[src/rtl/ifu_prefetch_ysyx.sv]
`timescale 1ns/1ps
// ifu_prefetch_ysyx
// Instruction prefetch unit. Sequential 32-bit words are fetched over an
// AXI-lite read channel into a DEPTH-entry FIFO, which is drained by the IDU.
// A redirect (branch/jump/trap target) flushes the FIFO. A read that is
// already in flight is allowed to complete and its data is thrown away.
//
// Ports
//   clk, reset_n               clock, asynchronous active-low reset
//   redir_valid, redir_pc      redirect request (always accepted), target PC
//   inst, pc_out, inst_err     FIFO head: instruction, its PC, bus error flag
//   inst_valid, inst_ready     FIFO head handshake towards the IDU
//   m_ar*, m_r*                AXI-lite read address / read data channels
//   m_aw*, m_w*, m_b*          AXI-lite write channels, tied off (never used)
//   dbg_state                  current fetch FSM state (0 IDLE, 1 AR, 2 R)
//
// Handshake rule on every valid/ready pair: a transfer happens on the rising
// clock edge where valid and ready are both 1. Once raised, a valid stays
// high with its payload held stable until that transfer. redir_valid has no
// ready and is taken on every edge where it is 1.
module ifu_prefetch_ysyx #(
    parameter int             AW       = 32,
    parameter int             DEPTH    = 4,
    parameter logic [AW-1:0]  RESET_PC = 32'h8000_0000
) (
    input  logic          clk,
    input  logic          reset_n,
    input  logic          redir_valid,
    input  logic [AW-1:0] redir_pc,
    output logic [31:0]   inst,
    output logic [AW-1:0] pc_out,
    output logic          inst_err,
    output logic          inst_valid,
    input  logic          inst_ready,
    output logic [AW-1:0] m_araddr,
    output logic          m_arvalid,
    input  logic          m_arready,
    input  logic [31:0]   m_rdata,
    input  logic [1:0]    m_rresp,
    input  logic          m_rvalid,
    output logic          m_rready,
    output logic [AW-1:0] m_awaddr,
    output logic          m_awvalid,
    input  logic          m_awready,
    output logic [31:0]   m_wdata,
    output logic [3:0]    m_wstrb,
    output logic          m_wvalid,
    input  logic          m_wready,
    input  logic [1:0]    m_bresp,
    input  logic          m_bvalid,
    output logic          m_bready,
    output logic [1:0]    dbg_state
);

    localparam int PW = $clog2(DEPTH);
    localparam int CW = PW + 1;

    typedef enum logic [1:0] {
        S_IDLE = 2'd0,
        S_AR   = 2'd1,
        S_R    = 2'd2
    } state_t;

    state_t        state_q;
    logic [AW-1:0] fetch_pc_q;
    logic [AW-1:0] ar_addr_q;
    logic          drop_q;
    logic          halt_q;
    logic          arvalid_q;
    logic          rready_q;

    logic [PW-1:0] rd_ptr_q, rd_ptr_d;
    logic [PW-1:0] wr_ptr_q, wr_ptr_d;
    logic [CW-1:0] count_q, count_d;

    logic [31:0]   mem_inst_q [DEPTH];
    logic [AW-1:0] mem_pc_q   [DEPTH];
    logic          mem_err_q  [DEPTH];

    logic r_hs;
    logic push;
    logic pop;
    logic inflight;
    logic issue_ok;
    logic rresp_err;

    assign r_hs      = (state_q == S_R) && m_rvalid;
    // A response that arrives with a redirect, or while a stale read is
    // being drained, never reaches the FIFO.
    assign push      = r_hs && !drop_q && !redir_valid;
    assign pop       = inst_valid && inst_ready;
    assign rresp_err = (m_rresp != 2'b00);
    assign inflight  = (state_q != S_IDLE);
    // Counting the in-flight read guarantees a free slot for its response,
    // so a push never sees a full FIFO.
    assign issue_ok  = !halt_q && ((count_q + CW'(inflight)) < CW'(DEPTH));

    // Fetch FSM plus its registered AXI controls
    always_ff @(posedge clk or negedge reset_n) begin
        if (!reset_n) begin
            state_q    <= S_IDLE;
            fetch_pc_q <= RESET_PC;
            ar_addr_q  <= RESET_PC;
            drop_q     <= 1'b0;
            halt_q     <= 1'b0;
            arvalid_q  <= 1'b0;
            rready_q   <= 1'b0;
        end else begin
            case (state_q)
                S_IDLE: begin
                    // A redirect seen in IDLE only reloads fetch_pc; the
                    // read to the new target starts on the next cycle.
                    if (!redir_valid && issue_ok) begin
                        state_q    <= S_AR;
                        ar_addr_q  <= fetch_pc_q;
                        fetch_pc_q <= fetch_pc_q + AW'(4);
                        arvalid_q  <= 1'b1;
                    end
                end
                S_AR: begin
                    if (m_arready) begin
                        state_q   <= S_R;
                        arvalid_q <= 1'b0;
                        rready_q  <= 1'b1;
                    end
                end
                S_R: begin
                    if (m_rvalid) begin
                        state_q  <= S_IDLE;
                        rready_q <= 1'b0;
                    end
                end
                default: begin
                    state_q   <= S_IDLE;
                    arvalid_q <= 1'b0;
                    rready_q  <= 1'b0;
                end
            endcase

            if (redir_valid) begin
                fetch_pc_q <= redir_pc;
                halt_q     <= 1'b0;
                // An issued AR cannot be withdrawn, so remember to discard
                // its response. If the response completes right now it is
                // already suppressed and nothing stays pending.
                drop_q     <= (state_q == S_AR) || ((state_q == S_R) && !m_rvalid);
            end else begin
                if (r_hs) begin
                    drop_q <= 1'b0;
                end
                // A bus error stops fetch until software redirects.
                if (push && rresp_err) begin
                    halt_q <= 1'b1;
                end
            end
        end
    end

    // FIFO pointers and occupancy
    always_comb begin
        rd_ptr_d = rd_ptr_q;
        wr_ptr_d = wr_ptr_q;
        count_d  = count_q;
        if (redir_valid) begin
            rd_ptr_d = '0;
            wr_ptr_d = '0;
            count_d  = '0;
        end else begin
            if (push) begin
                wr_ptr_d = wr_ptr_q + PW'(1);
            end
            if (pop) begin
                rd_ptr_d = rd_ptr_q + PW'(1);
            end
            case ({push, pop})
                2'b10:   count_d = count_q + CW'(1);
                2'b01:   count_d = count_q - CW'(1);
                default: count_d = count_q;
            endcase
        end
    end

    always_ff @(posedge clk or negedge reset_n) begin
        if (!reset_n) begin
            rd_ptr_q <= '0;
            wr_ptr_q <= '0;
            count_q  <= '0;
        end else begin
            rd_ptr_q <= rd_ptr_d;
            wr_ptr_q <= wr_ptr_d;
            count_q  <= count_d;
        end
    end

    // Storage has no reset; its contents only matter while inst_valid=1.
    always_ff @(posedge clk) begin
        if (push) begin
            mem_inst_q[wr_ptr_q] <= m_rdata;
            mem_pc_q[wr_ptr_q]   <= ar_addr_q;
            mem_err_q[wr_ptr_q]  <= rresp_err;
        end
    end

    assign inst       = mem_inst_q[rd_ptr_q];
    assign pc_out     = mem_pc_q[rd_ptr_q];
    assign inst_err   = mem_err_q[rd_ptr_q];
    assign inst_valid = (count_q != '0);

    assign m_araddr  = ar_addr_q;
    assign m_arvalid = arvalid_q;
    assign m_rready  = rready_q;
    assign dbg_state = state_q;

    // Write channel is never used by instruction fetch
    assign m_awaddr  = '1;
    assign m_awvalid = 1'b0;
    assign m_wdata   = '1;
    assign m_wstrb   = '0;
    assign m_wvalid  = 1'b0;
    assign m_bready  = 1'b0;

    logic unused_write_inputs;
    assign unused_write_inputs = ^{m_awready, m_wready, m_bresp, m_bvalid};

endmodule

[config.mk]
export PLATFORM = sky130hd
export DESIGN_NAME = ifu_prefetch_ysyx
export DESIGN_NICKNAME = d
export VERILOG_FILES = /design/src/rtl/ifu_prefetch_ysyx.sv
export SDC_FILE = /design/constraint.sdc
export NUM_CORES = 1
export LEC_CHECK = 0
export ABC_AREA = 0
export CAP_MARGIN = 10
export CELL_PAD_IN_SITES_DETAIL_PLACEMENT = 0
export CELL_PAD_IN_SITES_GLOBAL_PLACEMENT = 1
export CORE_MARGIN = 4
export CORE_UTILIZATION = 47
export DETAILED_ROUTE_END_ITERATION = 8
export PLACE_DENSITY = 0.9
export SLEW_MARGIN = 10
export SYNTH_ARGS = -nofsm -noshare
export SYNTH_HDL_FRONTEND = slang
export SYNTH_SLANG_ARGS = --single-unit
[constraint.sdc]
create_clock -name clk -period 10.65 [get_ports clk]
set_input_delay 1.065 -clock clk [delete_from_list [all_inputs] [get_ports clk]]
set_output_delay 1.065 -clock clk [all_outputs]
set_load 0.01 [all_outputs]
==> impl_summary.log <==
INFO  metric pin_count = 250
INFO  metric max_slew.worst_pin.slew = about 1100 ps
INFO  metric crit_fanout = 49
INFO  metric worstPathBufferInverterCount = 2
INFO  metric areaGrowthSynthToFinish = 22.8%
INFO  metric ctsRootBufferMaster = clkbuf_16
INFO  metric final_nets = 1030
INFO  metric preCtsSetupSlack = 6760 ps
INFO  metric globalRouteTotalUtil = 0.172
INFO  metric max_slew_margin = 0.275
INFO  metric cpPeakStageDelay = 820 ps
INFO  metric timing.setup.tns = 0 ps
INFO  metric postSynthCellCount = ~770
INFO  metric clock-skew-final = about 17 ps
INFO  metric post-route-drc-count = 0
INFO  metric max-vdd-ir-drop = approximately 0.00014 V
INFO  metric worst-endpoint-arrival = between 3000 and 4000 ps
INFO  metric cts_resized = 0
INFO  metric hold_path.class = register to register
INFO  metric average_vias_per_placed_instance = about 5.3
INFO  metric postCtsSetupRepairBufs = 0
INFO  metric clock_path_buffers = 3
INFO  metric clock_insertion_delay_worst_skew = approximately 510 ps
INFO  metric initialDrtViolationCount = ~530
INFO  metric synth.distinct_cells = 44
INFO  metric fin_ws = around 6400 ps
INFO  metric worst-endpoint-required = 9590 ps
INFO  metric final_min_period_over_clock_period = 0.403
INFO  metric slew_viol_final = 0
INFO  metric route.antenna.remaining_nets = 0
INFO  metric routedWlPerCell = about 20 µm
INFO  metric postCtsHoldBufs = 0
INFO  metric timing.critical_path.max_delay_family = buffers and inverters
INFO  metric p_per_area = ~230 nW/µm²
INFO  metric num_vias = just over 7000
INFO  metric maxClockFrequency = roughly 0.23 GHz
INFO  metric crit_path_cell_chain = buf_4 -> mux4_2 -> clkdlybuf4s50_1
INFO  metric p_leak = roughly 0.0057 µW
INFO  metric criticalPathCategory = register to primary output
INFO  metric grt_setup_unrepaired = no
INFO  metric fin_total_pwr = about 3900 µW
INFO  metric dieHeight = between 150 and 200 µm
INFO  metric layout_min_cycle_time = 4290 ps
INFO  metric count_of_yosys_warnings_during_synthesis = 0
INFO  metric synth_flop_type = edfxtp_1
INFO  metric layout.cells.most_common_list = 260 x edfxtp_1, 172 x clkdlybuf4s50_1, 73 x dfrtp_1
INFO  metric mappedNetlistArea = roughly 14000 µm²
INFO  metric share_of_final_layout_standard_cells_stronger_than_drive_strength_1 = 0.177
INFO  metric clkSlewWorstSetupHoldPaths = around 60 ps
INFO  metric max_cap_viol_count = 0
INFO  metric postSynthAreaPerCell = roughly 18 µm²
INFO  metric clock_sinks = between 300 and 400
INFO  metric num_rows = between 60 and 70
INFO  metric final_cell_area = 16700 µm²
INFO  metric synth-edff-count = 260
INFO  metric async_reset_ff_frac = 0.228
INFO  metric seq_area_frac_synth = 0.716
INFO  metric number_of_h_tree_branching_levels = 2
INFO  metric grt_antenna_before_repair = 0
INFO  metric first_global_vias = roughly 7400
INFO  metric die_w = between 150 and 200 µm
INFO  metric cts_tree = done
INFO  metric core = 28600 µm²
INFO  metric crit_path_top_delay_cell = buf_4
INFO  metric placedInstanceArea = about 15000 µm²
INFO  metric antennaDiodeCount = 0
INFO  metric place_congestion = 0.732
INFO  metric setup.worst_path.end_class = primary output
INFO  metric startpoint_type = register
INFO  metric routed_wl = between 20000 and 30000 µm
INFO  metric ys_seq_elements = 337
INFO  metric total_die_area = about 32000 µm²
INFO  metric hpwlAfterDp = 16300 µm
INFO  metric grt_first_pass_wirelength = between 40000 and 50000 µm
INFO  metric finalSetupViolCount = 0
INFO  metric portBuffers = about 170
INFO  metric global_route.overflow_total = 0
INFO  metric cts_made_buffers = 37
INFO  metric drt-pass1-iter-count = 4
INFO  metric mostFrequentLayoutCell = edfxtp_1
INFO  metric grt_start_max_net_pins = roughly 80
INFO  metric status = completed
INFO  metric report.final.hold_viol_count = 0
INFO  metric initial_utilization = 0.475
state kept, by name (all words and copies together), names as in the netlist:
register	flops
mem_err_q	4
count_q	3
m_rready	1
rd_ptr_q	2
fetch_pc_q	32
drop_q	1
wr_ptr_q	2
mem_inst_q	128
dbg_state	2
mem_pc_q	128
halt_q	1
m_arvalid	1
m_araddr	32
per-layer routing:
metal / GRT usage / vias to the layer above / wire (µm)
met4: 0.0380 / 0 / 455
met5: 0 / - / 0
met1: 0.234 / 3674 / 11700
li1: - / 3230 / -
met2: 0.292 / 222 / 13700
met3: 0.0320 / 38 / 1620
logic make-up (layout without fill, tap and decap cells):
family | after synthesis | after routing | share of synthesized area
DFF | 337 | 337 | 0.716
muxes | 100 | 100 | 0.136
buffers and inverters | 114 | 251 | 0.0515
xor gates and xnor gates | 13 | 13 | 0.00837
adders and majority gates | 6 | 6 | 0.00607
and+or+nand+nor | 133 | 133 | 0.0524
AOI/OAI and AO/OA | 62 | 62 | 0.0286
other | 2 | 71 | 0.000552
stage by stage:
| step | util | hold slack, ps | cells |
|---|---|---|---|
| 3_3_place_gp | 0.540 | 486 | 1292 |
| 3_5_place_dp | 0.540 | 492 | 1292 |
| 4_1_cts | 0.583 | 505 | 1357 |
| 2_1_floorplan | - | 477 | 836 |
| 5_1_grt | 0.583 | 509 | 1357 |
| 6_report | 0.583 | 499 | 1357 |
layout make-up:
type	count	area (µm²)
Clock buffer	52	1060
Clock inverter	13	165
Fill cell	2167	11900
Inverter	8	30.0
Multi-Input combinational cell	385	3440
Sequential cell	337	9740
Tap cell	384	480
Timing Repair Buffer	178	1770
synth_stat cells, types with 3 or more instances:
master / n / area [µm²]
nand3_1: 12 / 60.1
nand2_1: 31 / 116
o21ai_0: 19 / 95.1
a21oi_1: 5 / 25.0
nand2b_1: 3 / 18.8
nor3_1: 5 / 25.0
or4_1: 16 / 120
o31ai_1: 12 / 90.1
xnor2_1: 6 / 52.6
xor2_1: 7 / 61.3
dfrtp_1: 75 / 1880
ha_1: 5 / 62.6
or2_2: 3 / 18.8
mux2i_1: 3 / 30.0
and3_1: 10 / 62.6
buf_4: 72 / 541
inv_1: 8 / 30.0
buf_1: 6 / 22.5
nor2_1: 28 / 105
clkbuf_1: 26 / 97.6
mux2_2: 32 / 360
or3_1: 7 / 43.8
nand4_1: 8 / 50.1
a31oi_1: 17 / 106
edfxtp_1: 260 / 7810
mux4_2: 65 / 1460
path summary, 6_finish.rpt:
| check | cells after the start | start | slack [ps] | end |
|---|---|---|---|---|
| max | 3 | rd_ptr_q[0] | 6360 | pc_out[0] |
| min | 1 | fetch_pc_q[0] | 500 | fetch_pc_q[0] |
| max reg2reg | 4 | dbg_state[0] | 7740 | fetch_pc_q[31] |
| min reg2reg | 1 | fetch_pc_q[0] | 500 | fetch_pc_q[0] |
| max in group asynchronous | 1 | reset_n | 9120 | rd_ptr_q[0] |
| min in group asynchronous | 1 | reset_n | 750 | m_rready |
power by group:
part	internal (µW)	leakage (µW)	total (µW)	switching, µW
registers	1600	0.00324	1770	170
clock network	774	0.000589	1270	493
logic	490	0.00184	835	346
No activity file was read; power rests on OpenSTA's default activity.
